[config.mk]
export PLATFORM = sky130hd
export DESIGN_NAME = control_sequencer
export DESIGN_NICKNAME = d
export VERILOG_FILES = /design/src/rtl/control_sequencer_pkg.sv /design/src/rtl/control_sequencer_reg_field_decoder.sv /design/src/rtl/control_sequencer.sv
export SDC_FILE = /design/constraint.sdc
export NUM_CORES = 1
export LEC_CHECK = 0
export BUFFER_PORTS_ARGS = -buffer_cell sky130_fd_sc_hd__buf_2
export CAP_MARGIN = 20
export CELL_PAD_IN_SITES_DETAIL_PLACEMENT = 1
export CELL_PAD_IN_SITES_GLOBAL_PLACEMENT = 1
export CORE_MARGIN = 2
export CORE_UTILIZATION = 25
export DETAILED_ROUTE_END_ITERATION = 6
export MAX_ROUTING_LAYER = met4
export PLACE_DENSITY = 0.83
export SLEW_MARGIN = 10
export SYNTH_ARGS = -nofsm -noshare
export SYNTH_HDL_FRONTEND = slang
export SYNTH_SLANG_ARGS = --single-unit
[constraint.sdc]
create_clock -name clk -period 3.37 [get_ports clk]
set_clock_uncertainty 0.05 [all_clocks]
set_input_delay 0.674 -clock clk [delete_from_list [all_inputs] [get_ports clk]]
set_output_delay 0.674 -clock clk [all_outputs]
set_load 0.03 [all_outputs]
[src/rtl/control_sequencer_pkg.sv]
// Shared definitions for control_sequencer: state encoding, opcodes, IR field positions
// and the opcode-class helpers used by T4 dispatch and T6 writeback.
package control_sequencer_pkg;

    typedef enum logic [3:0] {
        S_RST, S_T0, S_T1, S_T2, S_T3, S_T4, S_T5, S_T6, S_T7, S_HALTED
    } state_e;

    localparam int FIELD_W = 4;
    localparam int OPC_MSB = 31;
    localparam int OPC_LSB = 27;
    localparam int RA_MSB  = 26;
    localparam int RA_LSB  = 23;
    localparam int RB_MSB  = 22;
    localparam int RB_LSB  = 19;
    localparam int RC_MSB  = 18;
    localparam int RC_LSB  = 15;

    localparam logic [4:0] OP_ADD  = 5'b00011;
    localparam logic [4:0] OP_SUB  = 5'b00100;
    localparam logic [4:0] OP_SHR  = 5'b00101;
    localparam logic [4:0] OP_SHL  = 5'b00110;
    localparam logic [4:0] OP_ROR  = 5'b00111;
    localparam logic [4:0] OP_ROL  = 5'b01000;
    localparam logic [4:0] OP_AND  = 5'b01001;
    localparam logic [4:0] OP_OR   = 5'b01010;
    localparam logic [4:0] OP_MUL  = 5'b01110;
    localparam logic [4:0] OP_DIV  = 5'b01111;
    localparam logic [4:0] OP_NEG  = 5'b10000;
    localparam logic [4:0] OP_NOT  = 5'b10001;
    localparam logic [4:0] OP_NOP  = 5'b11010;
    localparam logic [4:0] OP_HALT = 5'b11011;

    function automatic logic is_muldiv(input logic [4:0] op);
        return (op == OP_MUL) || (op == OP_DIV);
    endfunction

    function automatic logic is_binary(input logic [4:0] op);
        case (op)
            OP_ADD, OP_SUB, OP_SHR, OP_SHL, OP_ROR, OP_ROL,
            OP_AND, OP_OR, OP_MUL, OP_DIV: return 1'b1;
            default:                       return 1'b0;
        endcase
    endfunction

    function automatic logic is_unary(input logic [4:0] op);
        return (op == OP_NEG) || (op == OP_NOT);
    endfunction

endpackage

[src/rtl/control_sequencer_reg_field_decoder.sv]
// reg_field_decoder: turns a 4-bit register field plus enable into a one-hot select.
module reg_field_decoder
    import control_sequencer_pkg::*;
#(
    parameter int NUM_REGS = 16
) (
    input  logic [FIELD_W-1:0]  field_i,
    input  logic                en_i,
    output logic [NUM_REGS-1:0] onehot_o
);

    // Fields beyond the register file decode to no select at all.
    always_comb begin
        onehot_o = '0;
        if (en_i && (int'(field_i) < NUM_REGS)) begin
            onehot_o[field_i] = 1'b1;
        end
    end

endmodule

[src/rtl/control_sequencer.sv]
// control_sequencer: fetch/decode/execute strobe sequencer for the single-bus datapath.
// Defining MEM_TIMEOUT_EN adds a bounded T2 wait and a sticky fault output.
module control_sequencer
    import control_sequencer_pkg::*;
#(
    parameter int NUM_REGS    = 16,
    parameter int MEM_TIMEOUT = 15
) (
    input  logic                clk,
    input  logic                clr,
    input  logic [31:0]         IR,
    input  logic                mem_ready,
    output logic                PCout,
    output logic                Zlowout,
    output logic                Zhighout,
    output logic                MDRout,
    output logic                MARin,
    output logic                PCin,
    output logic                MDRin,
    output logic                IRin,
    output logic                Yin,
    output logic                Zin,
    output logic                HIin,
    output logic                LOin,
    output logic                IncPC,
    output logic                read,
    output logic [4:0]          alu_op,
    output logic [NUM_REGS-1:0] Rin,
    output logic [NUM_REGS-1:0] Rout,
    output logic                run,
    output logic                illegal
`ifdef MEM_TIMEOUT_EN
    ,
    output logic                fault
`endif
);

    state_e             state_q, state_d;
    logic [4:0]         opcode;
    logic [FIELD_W-1:0] ra, rb, rc, rout_field;
    logic               rin_en, rout_en, rout_sel_rc;
    logic               unused_bits;

    assign opcode      = IR[OPC_MSB:OPC_LSB];
    assign ra          = IR[RA_MSB:RA_LSB];
    assign rb          = IR[RB_MSB:RB_LSB];
    assign rc          = IR[RC_MSB:RC_LSB];
    assign rout_field  = rout_sel_rc ? rc : rb;
    assign unused_bits = ^{IR[RC_LSB-1:0], (MEM_TIMEOUT != 0)};

`ifdef MEM_TIMEOUT_EN
    localparam int CNT_W = $clog2(MEM_TIMEOUT + 1);
    logic [CNT_W-1:0] wait_q, wait_d;
    logic             fault_q, fault_d;

    always_ff @(posedge clk) begin
        if (clr) begin
            wait_q  <= '0;
            fault_q <= 1'b0;
        end else begin
            wait_q  <= wait_d;
            fault_q <= fault_d;
        end
    end

    assign fault = fault_q;
`endif

    always_ff @(posedge clk) begin
        if (clr) state_q <= S_RST;
        else     state_q <= state_d;
    end

    always_comb begin
        state_d     = state_q;
        PCout       = 1'b0;
        Zlowout     = 1'b0;
        Zhighout    = 1'b0;
        MDRout      = 1'b0;
        MARin       = 1'b0;
        PCin        = 1'b0;
        MDRin       = 1'b0;
        IRin        = 1'b0;
        Yin         = 1'b0;
        Zin         = 1'b0;
        HIin        = 1'b0;
        LOin        = 1'b0;
        IncPC       = 1'b0;
        read        = 1'b0;
        alu_op      = 5'b00000;
        illegal     = 1'b0;
        rin_en      = 1'b0;
        rout_en     = 1'b0;
        rout_sel_rc = 1'b0;
        run         = (state_q != S_RST) && (state_q != S_HALTED);
`ifdef MEM_TIMEOUT_EN
        wait_d      = wait_q;
        fault_d     = fault_q;
`endif
        case (state_q)
            S_RST: state_d = S_T0;
            S_T0: begin
                PCout   = 1'b1;
                MARin   = 1'b1;
                IncPC   = 1'b1;
                Zin     = 1'b1;
                state_d = S_T1;
            end
            S_T1: begin
                Zlowout = 1'b1;
                PCin    = 1'b1;
                read    = 1'b1;
                state_d = S_T2;
`ifdef MEM_TIMEOUT_EN
                wait_d  = '0;
`endif
            end
            S_T2: begin
                read = 1'b1;
                if (mem_ready) begin
                    MDRin   = 1'b1;
                    state_d = S_T3;
                end
`ifdef MEM_TIMEOUT_EN
                else begin
                    wait_d = wait_q + CNT_W'(1);
                    if (wait_q == CNT_W'(MEM_TIMEOUT - 1)) begin
                        state_d = S_HALTED;
                        fault_d = 1'b1;
                    end
                end
`endif
            end
            S_T3: begin
                MDRout  = 1'b1;
                IRin    = 1'b1;
                state_d = S_T4;
            end
            S_T4: begin
                if (is_binary(opcode)) begin
                    rout_en = 1'b1;
                    Yin     = 1'b1;
                    state_d = S_T5;
                end else if (is_unary(opcode)) begin
                    rout_en = 1'b1;
                    Zin     = 1'b1;
                    alu_op  = opcode;
                    state_d = S_T6;
                end else if (opcode == OP_NOP) begin
                    state_d = S_T0;
                end else if (opcode == OP_HALT) begin
                    state_d = S_HALTED;
                end else begin
                    illegal = 1'b1;
                    state_d = S_T0;
                end
            end
            S_T5: begin
                rout_en     = 1'b1;
                rout_sel_rc = 1'b1;
                Zin         = 1'b1;
                alu_op      = opcode;
                state_d     = S_T6;
            end
            S_T6: begin
                Zlowout = 1'b1;
                if (is_muldiv(opcode)) begin
                    LOin    = 1'b1;
                    state_d = S_T7;
                end else begin
                    rin_en  = 1'b1;
                    state_d = S_T0;
                end
            end
            S_T7: begin
                Zhighout = 1'b1;
                HIin     = 1'b1;
                state_d  = S_T0;
            end
            S_HALTED: state_d = S_HALTED;
            default:  state_d = S_RST;
        endcase
    end

    reg_field_decoder #(.NUM_REGS(NUM_REGS)) u_rin_dec (
        .field_i  (ra),
        .en_i     (rin_en),
        .onehot_o (Rin)
    );

    reg_field_decoder #(.NUM_REGS(NUM_REGS)) u_rout_dec (
        .field_i  (rout_field),
        .en_i     (rout_en),
        .onehot_o (Rout)
    );

endmodule

== Word level (Yosys, flattened, before mapping) ==
Memory sizes are Yosys's and may differ from the RTL's.
Index checks and enable logic that the tools add are counted.

* Register bits: 4
* Latch bits: 0
* Bits in writable memories: 0
* Bits in read-only memories: 16
* Input bits: 35
* Word-level logic and storage cells: 78
* Memories: 1

{| class="wikitable"
|+ Memory list
! memory !! words !! bits a word !! rd ports !! clocked after memory_dff !! wr ports !! RTL line !! source
|-
| (name not given) || 16 || 1 || 1 || 0 || 0 || control_sequencer_pkg.sv:39 || <nowiki>case (op)</nowiki>
|}

* $add $sub $neg: 0
* Multiply operators: 0
* Divide/modulo/power cells: 0
* Magnitude comparators: 4
* Equal/unequal tests: 17
* Shifts and indexed selects: 0
* Multiplexer cells: 44
* Bitwise operators: 0
* Reduce and logical (&&, ||, !) cells: 11

{| class="wikitable"
|+ Operators by type and width
! kind !! number
|-
| $pmux 4 s9 || 1
|-
| $mux 16 || 2
|-
| $mux 4 || 7
|-
| $mux 1 || 27
|-
| $eq 5x5->1 const B || 4
|-
| $eq 4x3->1 const B || 4
|-
| $eq 5x4->1 const B || 2
|-
| $lt 4x5->1 const B || 2
|-
| $mux 5 || 2
|-
| $pmux 5 s2 || 1
|-
| $demux 1 s4 || 2
|-
| $eq 4x2->1 const B || 2
|-
| $eq 4x4->1 const B || 2
|-
| $ge 4x1->1 const B || 2
|-
| $reduce_or 2->1 || 4
|-
| $eq 4x1->1 const B || 1
|-
| $logic_not 4->1 || 1
|-
| $ne 4x4->1 const B || 1
|-
| $pmux 1 s2 || 2
|-
| $reduce_bool 4->1 || 1
|-
| $logic_and 1x1->1 || 3
|-
| $logic_or 1x1->1 || 2
|-
| $ne 2x2->1 const B || 1
|}

== Logic depth before layout (Yosys ltp) ==
* Depth in word-level cells: 8
* Mapped depth: 5
* Mapped depth without buffers: 4

== Cells and area by module ==
From an unflattened synthesis, not the netlist that was laid out.

* Cell total of the unflattened synthesis: 128
* Area, all modules: 844.6 µm²

{| class="wikitable"
|+ By module, submodules not included
! module !! times used !! cells an instance !! area each (µm²) !! seq. area each (µm²)
|-
| control_sequencer || 1 || 82 || 606.8 || 80.1
|-
| reg_field_decoder (u_rin_dec) || 1 || 23 || 120.1 || 0.0
|-
| reg_field_decoder (u_rout_dec) || 1 || 23 || 117.6 || 0.0
|}

== Worst setup path after synthesis ==
Ideal clock, no wire load.

* Path kind: in2out
* Start: in IR[30]
* End: out Yin
* Data arrival time: 2,199 ps
* Required time: 2,646 ps
* Slack: 447 ps
* Stages on the path: 5
* Buffers on the path: 1
* Path through: buf_4 -> and2_1 -> a21oi_1 -> o221ai_1 -> nor4_1

* Longest elaborated chain between the ends: 5

{| class="wikitable"
|+ RTL lines
! what !! RTL line !! source
|-
| from (decl) || control_sequencer.sv:11 || <nowiki>input logic [31:0] IR,</nowiki>
|-
| $mem_v2 16x1 || - ||
|-
| $mux 1 || control_sequencer_pkg.sv:39 ||
|-
| $mux 1 || control_sequencer.sv:100 || <nowiki>case (state_q)</nowiki>
|-
| $mux 1 || control_sequencer.sv:140 || <nowiki>if (is_binary(opcode)) begin</nowiki>
|-
| $mux 1 || control_sequencer.sv:100 ||
|-
| to (decl) || control_sequencer.sv:21 || <nowiki>output logic Yin,</nowiki>
|}

No other way between the ends. The select of a mux whose other input is x is not followed.

== Worst setup path in the final report ==
* Start: reg state_q[1]
* End: out Rout[0]

* Longest elaborated chain between the ends: 8
* Elaborated cells on any way between the ends: 11
* Those cells by class: order compare (2); eq/ne (2); mux (6); reduce/logical (1)

{| class="wikitable"
|+ RTL lines
! what !! RTL line !! source
|-
| from (decl) || control_sequencer.sv:38 || <nowiki>state_e state_q, state_d;</nowiki>
|-
| from (signal assigned) || control_sequencer.sv:71 || <nowiki>else state_q <= state_d;</nowiki>
|-
| $eq 4x3->1 || control_sequencer.sv:100 ||
|-
| $mux 1 || control_sequencer.sv:100 ||
|-
| $mux 4 || control_sequencer.sv:48 || <nowiki>assign rout_field = rout_sel_rc ? rc : rb;</nowiki>
|-
| $lt 4x5->1 (not written as such) or $ge 4x1->1 (tied branches) || control_sequencer_reg_field_decoder.sv:16 || <nowiki>onehot_o[field_i] = 1'b1;</nowiki>
|-
| $logic_and 1x1->1 (not written as such) || control_sequencer_reg_field_decoder.sv:16 ||
|-
| $mux 1 (not written as such) || control_sequencer_reg_field_decoder.sv:16 ||
|-
| $demux 1 s4 || - ||
|-
| $mux 16 * || control_sequencer_reg_field_decoder.sv:15 || <nowiki>if (en_i && (int'(field_i) < NUM_REGS)) begin</nowiki>
|-
| to (decl) || control_sequencer.sv:29 || <nowiki>output logic [NUM_REGS-1:0] Rout,</nowiki>
|}

Mark *: on every way between the ends. The rest lies on a longest branch, timed or not.

==> summary.txt <==
Die
  • Full die area: 4370 µm²
  • I/O Pins: 88
  • Row cnt: 22
  • DIE WIDTH: 66.1 µm
  • Starting Density: 0.262
  • Core area: 3690 µm²
  • Chip height: 66.1 µm

Layout
  • Most common cell after layout, fill and taps aside: buf_2
  • Final core occ: 0.367
  • Fraction of layout cells with a size suffix above 1: 0.413
  • Filler cell count: 529
  • Area growth syn-to-layout: 40.5%
  • Biggest regs: state_q (4)
  • Nets: 250
  • ANT cells: 0
  • Final cell count without fillers: 261
  • Commonest cells after routing, fill and taps aside: buf_2 (72), nor2_1 (28), a21oi_1 (14)
  • Largest Register: state_q
  • Number of flip-flops in the largest register: 4

Yosys
  • Synth warnings: 0
  • Seq/Total Area, Yosys: 0.0830
  • Post-synth EDFFs: 0
  • Gate Count Post-Synth: 149
  • Syn nets: 184
  • Post-synthesis register bit count: 4
  • Ys flop type: dfxtp_1
  • Synth Area per Inst: 6.47 µm²
  • Post-synth ARST share: 0
  • Distinct cells, synth: 46
  • Post-Syn Area: 965 µm²

Drt
  • Vias/cell: 5.17
  • 1st-pass router iterations: 4
  • Post-route ant nets: 0
  • Wirelength per Cell: 13.8 µm
  • Final WL: 3600 µm
  • Drt initial violations: 22
  • Drt drc: 0
  • Via count: 1350

Run
  • Max capacitance violation total: 0

Global route
  • Total congestion overflow: 0
  • First-pass GRT wire length: 5940 µm
  • Initial antenna violation count: 0
  • Pin count of the biggest net entering global routing: 14
  • GRT Util Overall: 0.170
  • Vias in the first global route: 1321

Setup path
  • Crit path DAT: 2.08 ns
  • Startpoint Class: register
  • Setup CP Type: register to output pin
  • Critical path fanouts, max: 13
  • Critical Path RT: 2.65 ns
  • Worst setup EP type: output pin

Pwr
  • Power density cells: 210 nW/µm²
  • VDD IR max: 0.0911 mV
  • Sequential share of power: 0.216
  • Clock share of power: 0.343
  • Leak pwr: 0.681 nW
  • Pint: 0.168 mW
  • Combinational share of power: 0.441
  • Switch share: 0.407
  • Switching power: 0.116 mW

CTS
  • CTS buffer count: 3
  • H-tree levels: 1
  • Maximum clock path buffer count: 2
  • Reg clk slew, reported paths: 0.03 ns
  • # hold bufs at CTS: 0
  • # clock sinks: 4
  • Clk_lat worst skew: 0.21 ns
  • Post-CTS sizing: 0
  • CTS tree: done
  • CTS Root Cell: clkbuf_8
  • Setup Fix Bufs, Post-CTS: 0

Status
  • Status: finished clean

Placement
  • Placement Setup Slack: 0.614 ns
  • Port-buffer cells: 72
  • Placer Congestion: 0.784
  • Post-DP HPWL: 3070 µm
  • Cell total after placement: 258

STA
  • Max-slew violations: 0
  • Setup Viol. Count Final: 0
  • Worst Tran Pin Value: 0.449 ns
  • Fmax achieved: 357 MHz
  • Final hold slack: 0.649 ns
  • Final number of hold-violating endpoints: 0
  • RSZ-0062 raised after global routing: no
  • Setup TNS: 0 ns
  • Final min period: 2.80 ns
  • Final WS setup: 0.568 ns
  • Period utilization: 0.831
  • Rel. slew slack: 0.699

Worst hold path
  • Hold crit path type: register to register
[synth_stat cells (2+ instances only)]
master	n	area (µm²)
nor2_1	28	105
inv_1	4	15.0
buf_2	3	15.0
nand2_1	6	22.5
xor2_1	2	17.5
nand2b_1	4	25.0
nand3_1	5	25.0
o21ai_0	4	20.0
and3_1	3	18.8
nor2b_1	5	31.3
nor3b_1	2	15.0
nand2_2	2	12.5
a31oi_1	6	37.5
nor3_2	3	30.0
a21oi_1	14	70.1
a22oi_1	4	30.0
dfxtp_1	4	80.1
nor3_1	6	30.0
nand3b_1	4	30.0
buf_4	7	52.6
o211ai_1	3	22.5
and2_1	6	37.5
[power groups by stage]
stage	sequential, mW	combinational (mW)	clock [mW]
after floorplan	0.0536	0.0967	0
after global placement	0.0619	0.124	0
after detailed placement	0.0618	0.127	0
after CTS	0.0612	0.127	0.100
after global routing	0.0627	0.139	0.103
final	0.0613	0.125	0.0975
[routing by layer]
metal,wire [µm],vias up,global-route usage,part of all wire
li1,-,672,-,-
met1,1420,619,0.192,0.40
met2,1830,59,0.315,0.51
met3,339,0,0.0341,0.094
met4,0,0,0.0255,0
met5,0,-,-,0
[path summary, 6_finish.rpt]
check | cells after the start | from | slack, ns | endpoint
setup / recovery | 5 | state_q[1] | 0.57 | Rout[0]
hold / removal | 2 | state_q[0] | 0.65 | state_q[1]
setup reg to reg | 4 | state_q[1] | 1.92 | state_q[0]
hold reg to reg | 2 | state_q[0] | 0.65 | state_q[1]
[logic make-up (layout without fill, tap and decap cells)]
family | Yosys count | in the layout | share of synthesized area
AND/OR/NAND/NOR | 86 | 86 | 0.523
AO/OA/AOI/OAI | 41 | 41 | 0.278
buffers and inverters | 15 | 79 | 0.0895
flip-flops | 4 | 4 | 0.0830
XOR/XNOR | 3 | 3 | 0.0272
[critical path: stages, from the launching register on]
cell and delay, ns:
dfxtp_1 0.58, nor2b_1 0.30, nand2_2 0.16, or3_1 0.40, a22oi_1 0.20, buf_2 0.24
[metrics by stage]
stage	cell area (µm²)	total power [mW]
2_1_floorplan	965	0.150
3_3_place_gp	1310	0.186
3_5_place_dp	1310	0.189
4_1_cts	1360	0.289
5_1_grt	1360	0.304
6_report	1360	0.284
[final cells by class]
cell class                      instances  area [µm²]  area share
Inverter                                4        15.0      0.0111
Tap cell                               48        60.1      0.0443
Multi-Input combinational cell        130         798       0.589
Clock buffer                            3        41.3      0.0305
Sequential cell                         4        80.1      0.0591
Timing Repair Buffer                   72         360       0.266
Note: power is estimated with default switching activity, not from simulation.
